## src/rtl/rtc_snapshot_reader_pkg.sv

```systemverilog
// Shared types and constants for the RTC snapshot reader: FSM states, the
// transfer command and the register read order.
package rtc_snapshot_pkg;

    typedef enum logic [2:0] {
        ST_IDLE,
        ST_CMD_STB,
        ST_CMD_GAP,
        ST_ADR_STB,
        ST_ADR_GAP,
        ST_DAT_STB,
        ST_DAT_GAP,
        ST_DONE
    } state_e;

    localparam logic [7:0] CMD_XFER = 8'hF0;
    localparam int         NUM_REGS = 12;
    localparam int         IDX_W    = 4;

    // Read order: time/date, then timer, then running chrono.
    function automatic logic [7:0] reg_addr(input logic [IDX_W-1:0] idx);
        case (idx)
            4'd0:    reg_addr = 8'h21;
            4'd1:    reg_addr = 8'h22;
            4'd2:    reg_addr = 8'h23;
            4'd3:    reg_addr = 8'h24;
            4'd4:    reg_addr = 8'h25;
            4'd5:    reg_addr = 8'h26;
            4'd6:    reg_addr = 8'h41;
            4'd7:    reg_addr = 8'h42;
            4'd8:    reg_addr = 8'h43;
            4'd9:    reg_addr = 8'h51;
            4'd10:   reg_addr = 8'h52;
            4'd11:   reg_addr = 8'h53;
            default: reg_addr = 8'h00;
        endcase
    endfunction

endpackage

```

## src/rtl/rtc_bus_phase_timer.sv

```systemverilog
// Bus phase counter: counts 0..T_PHASE-1 while enabled and flags the last
// cycle of each phase; it restarts from zero on every new phase.
module rtc_bus_phase_timer #(
    parameter int T_PHASE = 4,
    parameter int CNT_W   = 8
) (
    input  logic clk,
    input  logic reset,
    input  logic en_i,
    output logic tc_o
);

    logic [CNT_W-1:0] cnt_q, cnt_d;

    assign tc_o = en_i && (cnt_q == CNT_W'(T_PHASE - 1));

    always_comb begin
        cnt_d = cnt_q;
        if (!en_i || tc_o) begin
            cnt_d = '0;
        end else begin
            cnt_d = cnt_q + CNT_W'(1);
        end
    end

    always_ff @(posedge clk) begin
        if (reset) begin
            cnt_q <= '0;
        end else begin
            cnt_q <= cnt_d;
        end
    end

endmodule

```

## src/rtl/rtc_snapshot_reader.sv

```systemverilog
// Reads 12 RTC registers over the multiplexed bus after a freeze command and
// commits them together with a one-cycle hs_flag for the display latch.
module rtc_snapshot_reader
    import rtc_snapshot_pkg::*;
#(
    parameter int T_PHASE = 4,
    parameter int CNT_W   = 8
) (
    input  logic       clk,
    input  logic       reset,
    input  logic       start,
    input  logic [7:0] ad_in,
    output logic [7:0] ad_out,
    output logic       ad_oe,
    output logic       cs_n,
    output logic       rd_n,
    output logic       wr_n,
    output logic       a_d,
    output logic       busy,
    output logic       hs_flag,
    output logic [7:0] secondo_o,
    output logic [7:0] minute_o,
    output logic [7:0] ora_o,
    output logic [7:0] giorno_o,
    output logic [7:0] messe_o,
    output logic [7:0] agno_o,
    output logic [7:0] s_oro_o,
    output logic [7:0] m_oro_o,
    output logic [7:0] h_oro_o,
    output logic [7:0] s_run_o,
    output logic [7:0] m_run_o,
    output logic [7:0] h_run_o
);

    state_e           state_q, state_d;
    logic [IDX_W-1:0] idx_q, idx_d;
    logic [7:0]       shadow_q [NUM_REGS];
    logic [7:0]       data_q   [NUM_REGS];
    logic             tc;
    logic             last_idx;
    logic             commit;

    rtc_bus_phase_timer #(
        .T_PHASE (T_PHASE),
        .CNT_W   (CNT_W)
    ) u_timer (
        .clk   (clk),
        .reset (reset),
        .en_i  ((state_q != ST_IDLE) && (state_q != ST_DONE)),
        .tc_o  (tc)
    );

    assign last_idx = (idx_q == IDX_W'(NUM_REGS - 1));
    assign commit   = (state_q == ST_DAT_GAP) && tc && last_idx;

    always_comb begin
        state_d = state_q;
        idx_d   = idx_q;
        case (state_q)
            ST_IDLE: begin
                if (start) begin
                    state_d = ST_CMD_STB;
                    idx_d   = '0;
                end
            end
            ST_CMD_STB: if (tc) state_d = ST_CMD_GAP;
            ST_CMD_GAP: begin
                if (tc) begin
                    state_d = ST_ADR_STB;
                    idx_d   = '0;
                end
            end
            ST_ADR_STB: if (tc) state_d = ST_ADR_GAP;
            ST_ADR_GAP: if (tc) state_d = ST_DAT_STB;
            ST_DAT_STB: if (tc) state_d = ST_DAT_GAP;
            ST_DAT_GAP: begin
                if (tc) begin
                    if (last_idx) begin
                        state_d = ST_DONE;
                    end else begin
                        state_d = ST_ADR_STB;
                        idx_d   = idx_q + IDX_W'(1);
                    end
                end
            end
            ST_DONE:  state_d = ST_IDLE;
            default:  state_d = ST_IDLE;
        endcase
    end

    // Bus pins decode straight from the registered state, so reset idles them at once.
    always_comb begin
        cs_n   = 1'b1;
        rd_n   = 1'b1;
        wr_n   = 1'b1;
        a_d    = 1'b0;
        ad_oe  = 1'b0;
        ad_out = 8'h00;
        case (state_q)
            ST_CMD_STB: begin
                cs_n   = 1'b0;
                wr_n   = 1'b0;
                ad_oe  = 1'b1;
                ad_out = CMD_XFER;
            end
            ST_ADR_STB: begin
                cs_n   = 1'b0;
                wr_n   = 1'b0;
                ad_oe  = 1'b1;
                ad_out = reg_addr(idx_q);
            end
            ST_DAT_STB: begin
                cs_n = 1'b0;
                rd_n = 1'b0;
                a_d  = 1'b1;
            end
            default: ;
        endcase
    end

    assign busy    = (state_q != ST_IDLE);
    assign hs_flag = (state_q == ST_DONE);

    always_ff @(posedge clk) begin
        if (reset) begin
            state_q <= ST_IDLE;
            idx_q   <= '0;
            for (int i = 0; i < NUM_REGS; i++) begin
                shadow_q[i] <= 8'h00;
                data_q[i]   <= 8'h00;
            end
        end else begin
            state_q <= state_d;
            idx_q   <= idx_d;
            for (int i = 0; i < NUM_REGS; i++) begin
                if ((state_q == ST_DAT_STB) && tc && (idx_q == IDX_W'(i))) begin
                    shadow_q[i] <= ad_in;
                end
                if (commit) begin
                    data_q[i] <= shadow_q[i];
                end
            end
        end
    end

    assign secondo_o = data_q[0];
    assign minute_o  = data_q[1];
    assign ora_o     = data_q[2];
    assign giorno_o  = data_q[3];
    assign messe_o   = data_q[4];
    assign agno_o    = data_q[5];
    assign s_oro_o   = data_q[6];
    assign m_oro_o   = data_q[7];
    assign h_oro_o   = data_q[8];
    assign s_run_o   = data_q[9];
    assign m_run_o   = data_q[10];
    assign h_run_o   = data_q[11];

endmodule

```

## config.mk

```make
export PLATFORM = sky130hd
export DESIGN_NAME = rtc_snapshot_reader
export DESIGN_NICKNAME = d
export VERILOG_FILES = /design/src/rtl/rtc_snapshot_reader_pkg.sv /design/src/rtl/rtc_bus_phase_timer.sv /design/src/rtl/rtc_snapshot_reader.sv
export SDC_FILE = /design/constraint.sdc
export NUM_CORES = 1
export LEC_CHECK = 0
export ABC_AREA = 1
export ABC_CLOCK_PERIOD_IN_PS = 4700
export CORE_ASPECT_RATIO = 1.4
export CORE_MARGIN = 5
export CORE_UTILIZATION = 50
export CTS_CLUSTER_SIZE = 10
export DETAILED_ROUTE_END_ITERATION = 8
export GPL_TIMING_DRIVEN = 0
export PLACE_DENSITY_LB_ADDON = 0.25
export SLEW_MARGIN = 20
export SYNTH_ARGS = -nofsm -noshare
export SYNTH_HDL_FRONTEND = slang
export SYNTH_HIERARCHICAL = 1
export SYNTH_SLANG_ARGS = --single-unit
```

## constraint.sdc

```tcl
create_clock -name clk -period 4.7 [get_ports clk]
set_input_delay 0.94 -clock clk [delete_from_list [all_inputs] [get_ports clk]]
set_output_delay 0.94 -clock clk [all_outputs]
set_load 0.01 [all_outputs]
```

==> reports/qor.txt <==
Initial antenna violation count - 0
Worst-Skew Late Latency - 490 ps
RSZ-0062 raised after global routing - false
Width of the die - 120 µm
Place WS - 692 ps
#FFs+latches synth - 213
Worst Setup Start Kind - primary input
Power density cells - 420 nW/µm²
Total power - 4.52 mW
P_leak - 4.29 nW
Routed len/inst - 14.7 µm
Max-Cap Viols - 0
Setup ws final - 1200 ps
Relative slew slack - 45.3%
Post-synth EDFFs - 192
Post-DP HPWL - 11,100 µm
RD Place Congestion - 0.815
Total CTS buffers - 25
Antenna-violating nets left - 0
CP Class - primary input to flip-flop
Worst slew pin tran - 820 ps
Drt first pass iters - 5
Via density - 4.73
Synthesized area per cell - 11.7 µm²
Most numerous cell in the Yosys netlist - nor2_1
Fin crit share - 74.4%
Cells along the critical path - clkdlybuf4s50_1 > clkinv_1 > clkbuf_1 > buf_1 > nand2_4 > buf_12 > buf_12
Max Fclk - 286 MHz
I/O pins - 122
Row cnt - 56
Max FO, Critical Path - 36
CTS tree - done
Worst VDD drop - 0.000278 V
Clk slew on worst S/H paths - 50 ps
Crit path DAT - 3730 ps
Setup Buffers After CTS - 0
Clk buf depth - 3
Vias in the first global route - 5,095
Main synth FF type - edfxtp_1
Die height - 165 µm
Ant diodes - 0
Leading area contributor after synthesis - edfxtp_1
Cell variety after synth - 37
Hold Buf Count CTS - 0
Post-Syn Area - 8540 µm²
Syn nets - 750
DRC - 0
Area added between synthesis and finish - 26.0%
Register area share after synthesis - 72.4%
Root buffer cell - clkbuf_16
# fillers - 1,280
Worst path most repeated cell - buf_12
Hold Crit Class - flip-flop to flip-flop
Global-route wire length before repair - 26,300 µm
Max stage delay on crit path - 620 ps
H-tree Lvls - 1
Yosys warnings - 6
Gr ovfl total - 0
Synth top area cells - edfxtp_1, nor2_1, inv_1
Layout cell share with drive strength beyond 1 - 8.34%
Critical Path RT - 4930 ps
Clock Skew - 8.04 ps
Final Util - 64.0%
CTS Sinks - 213
CP Capture Type - flip-flop
Vias - 5,214
Slowest cell on crit path - buf_1
CTS resizes - 0
Drt first-iter violations - 335
Area occupied by multi-input gates - 1710 µm²
Drt total wl - 16,200 µm
Nets - 899
Hold Violations, Final - 0
Ys async rst share - 0%
Final setup viols - 0
Post-synthesis cell count - 731
Die area - 19,800 µm²
GRT Overall Usage - 16.7%
Max-slew violation count - 0
Reg area - 6190 µm²
Commonest cells post-synth - nor2_1, edfxtp_1, inv_1
Setup TNS - 0 ps
IO Port Bufs - 120
Post-synth top area share - 67.5%
Tmin final - 3500 ps
Core Box Area - 16,800 µm²
Largest net degree at the start of global routing - 37
Starting density of the core - 50.8%
Status - complete, no violations
## report_power, final
part	switching (mW)	internal, mW	total [mW]	leakage (nW)
registers	0.0517	2.16	2.21	2.14
logic	0.387	0.242	0.629	1.80
clock network	0.681	0.999	1.68	0.340
## registers in the layout (all words and copies together) (netlist names), named ones only
register	count
data_q	96
shadow_q	96
u_timer/cnt_q	8
idx_q	4
state_q	3
## cell usage in the layout (no fill, tap or decap), types with 2 or more instances in the layout
cell / instances
nor2_2: 3
nor2_1: 207
buf_2: 8
inv_6: 2
clkbuf_16: 25
nand2_1: 61
nand3_1: 15
inv_1: 141
nand3_4: 9
clkinv_1: 7
buf_12: 2
nand3b_1: 2
a21oi_1: 4
nand2_4: 3
clkdlybuf4s50_1: 120
o21ai_0: 5
o21ai_1: 2
nand2_2: 3
ha_1: 8
nand3_2: 6
clkbuf_1: 24
dfxtp_1: 21
buf_1: 2
nor2_4: 3
nand4_1: 3
inv_2: 5
edfxtp_1: 192
o21a_1: 3
## cells by family after synthesis
kind of cell               synth area share [%]
other                                    0.0439
buffers and inverters                      7.72
DFF                                        72.4
adders and majority gates                  1.17
xor gates and xnor gates                  0.205
AOI/OAI and AO/OA                          1.48
and+or+nand+nor                            17.0
## per-stage QoR
step           area (µm²)  cells  hold WS [ps]
5_1_grt             10800   1102           534
3_5_place_dp        10100   1056           466
4_1_cts             10800   1102           523
3_3_place_gp        10000   1054           443
2_1_floorplan        8540    731           430
6_report            10800   1102           517
## path summary, 6_finish.rpt
kind,from,endpoint,slack (ps),cells past startpoint
setup / recovery,reset,data_q[0][8],1200,7
hold / removal,u_timer/cnt_q[0],u_timer/cnt_q[0],520,1
setup reg to reg,state_q[1],flip-flop,2020,18
hold reg to reg,u_timer/cnt_q[0],u_timer/cnt_q[0],520,1
## layout make-up
cell class	instances	share of cell area (%)
Buffer	17	0.790
Clock buffer	44	6.47
Clock inverter	2	0.163
Tap cell	203	2.36
Timing Repair Buffer	122	11.5
Multi-Input combinational cell	348	15.9
Inverter	153	5.33
Sequential cell	213	57.5
## layer usage
metal	track usage [%]	wire, µm
met1	20.9	6630
met2	30.3	8500
met3	2.84	887
met4	4.07	227
met5	0	0
## critical path, delay by kind of cell
family,cells,cell delay (ps)
buf+inv,6,2330
simple gates,1,430
Power figures use the tool's default switching activity.
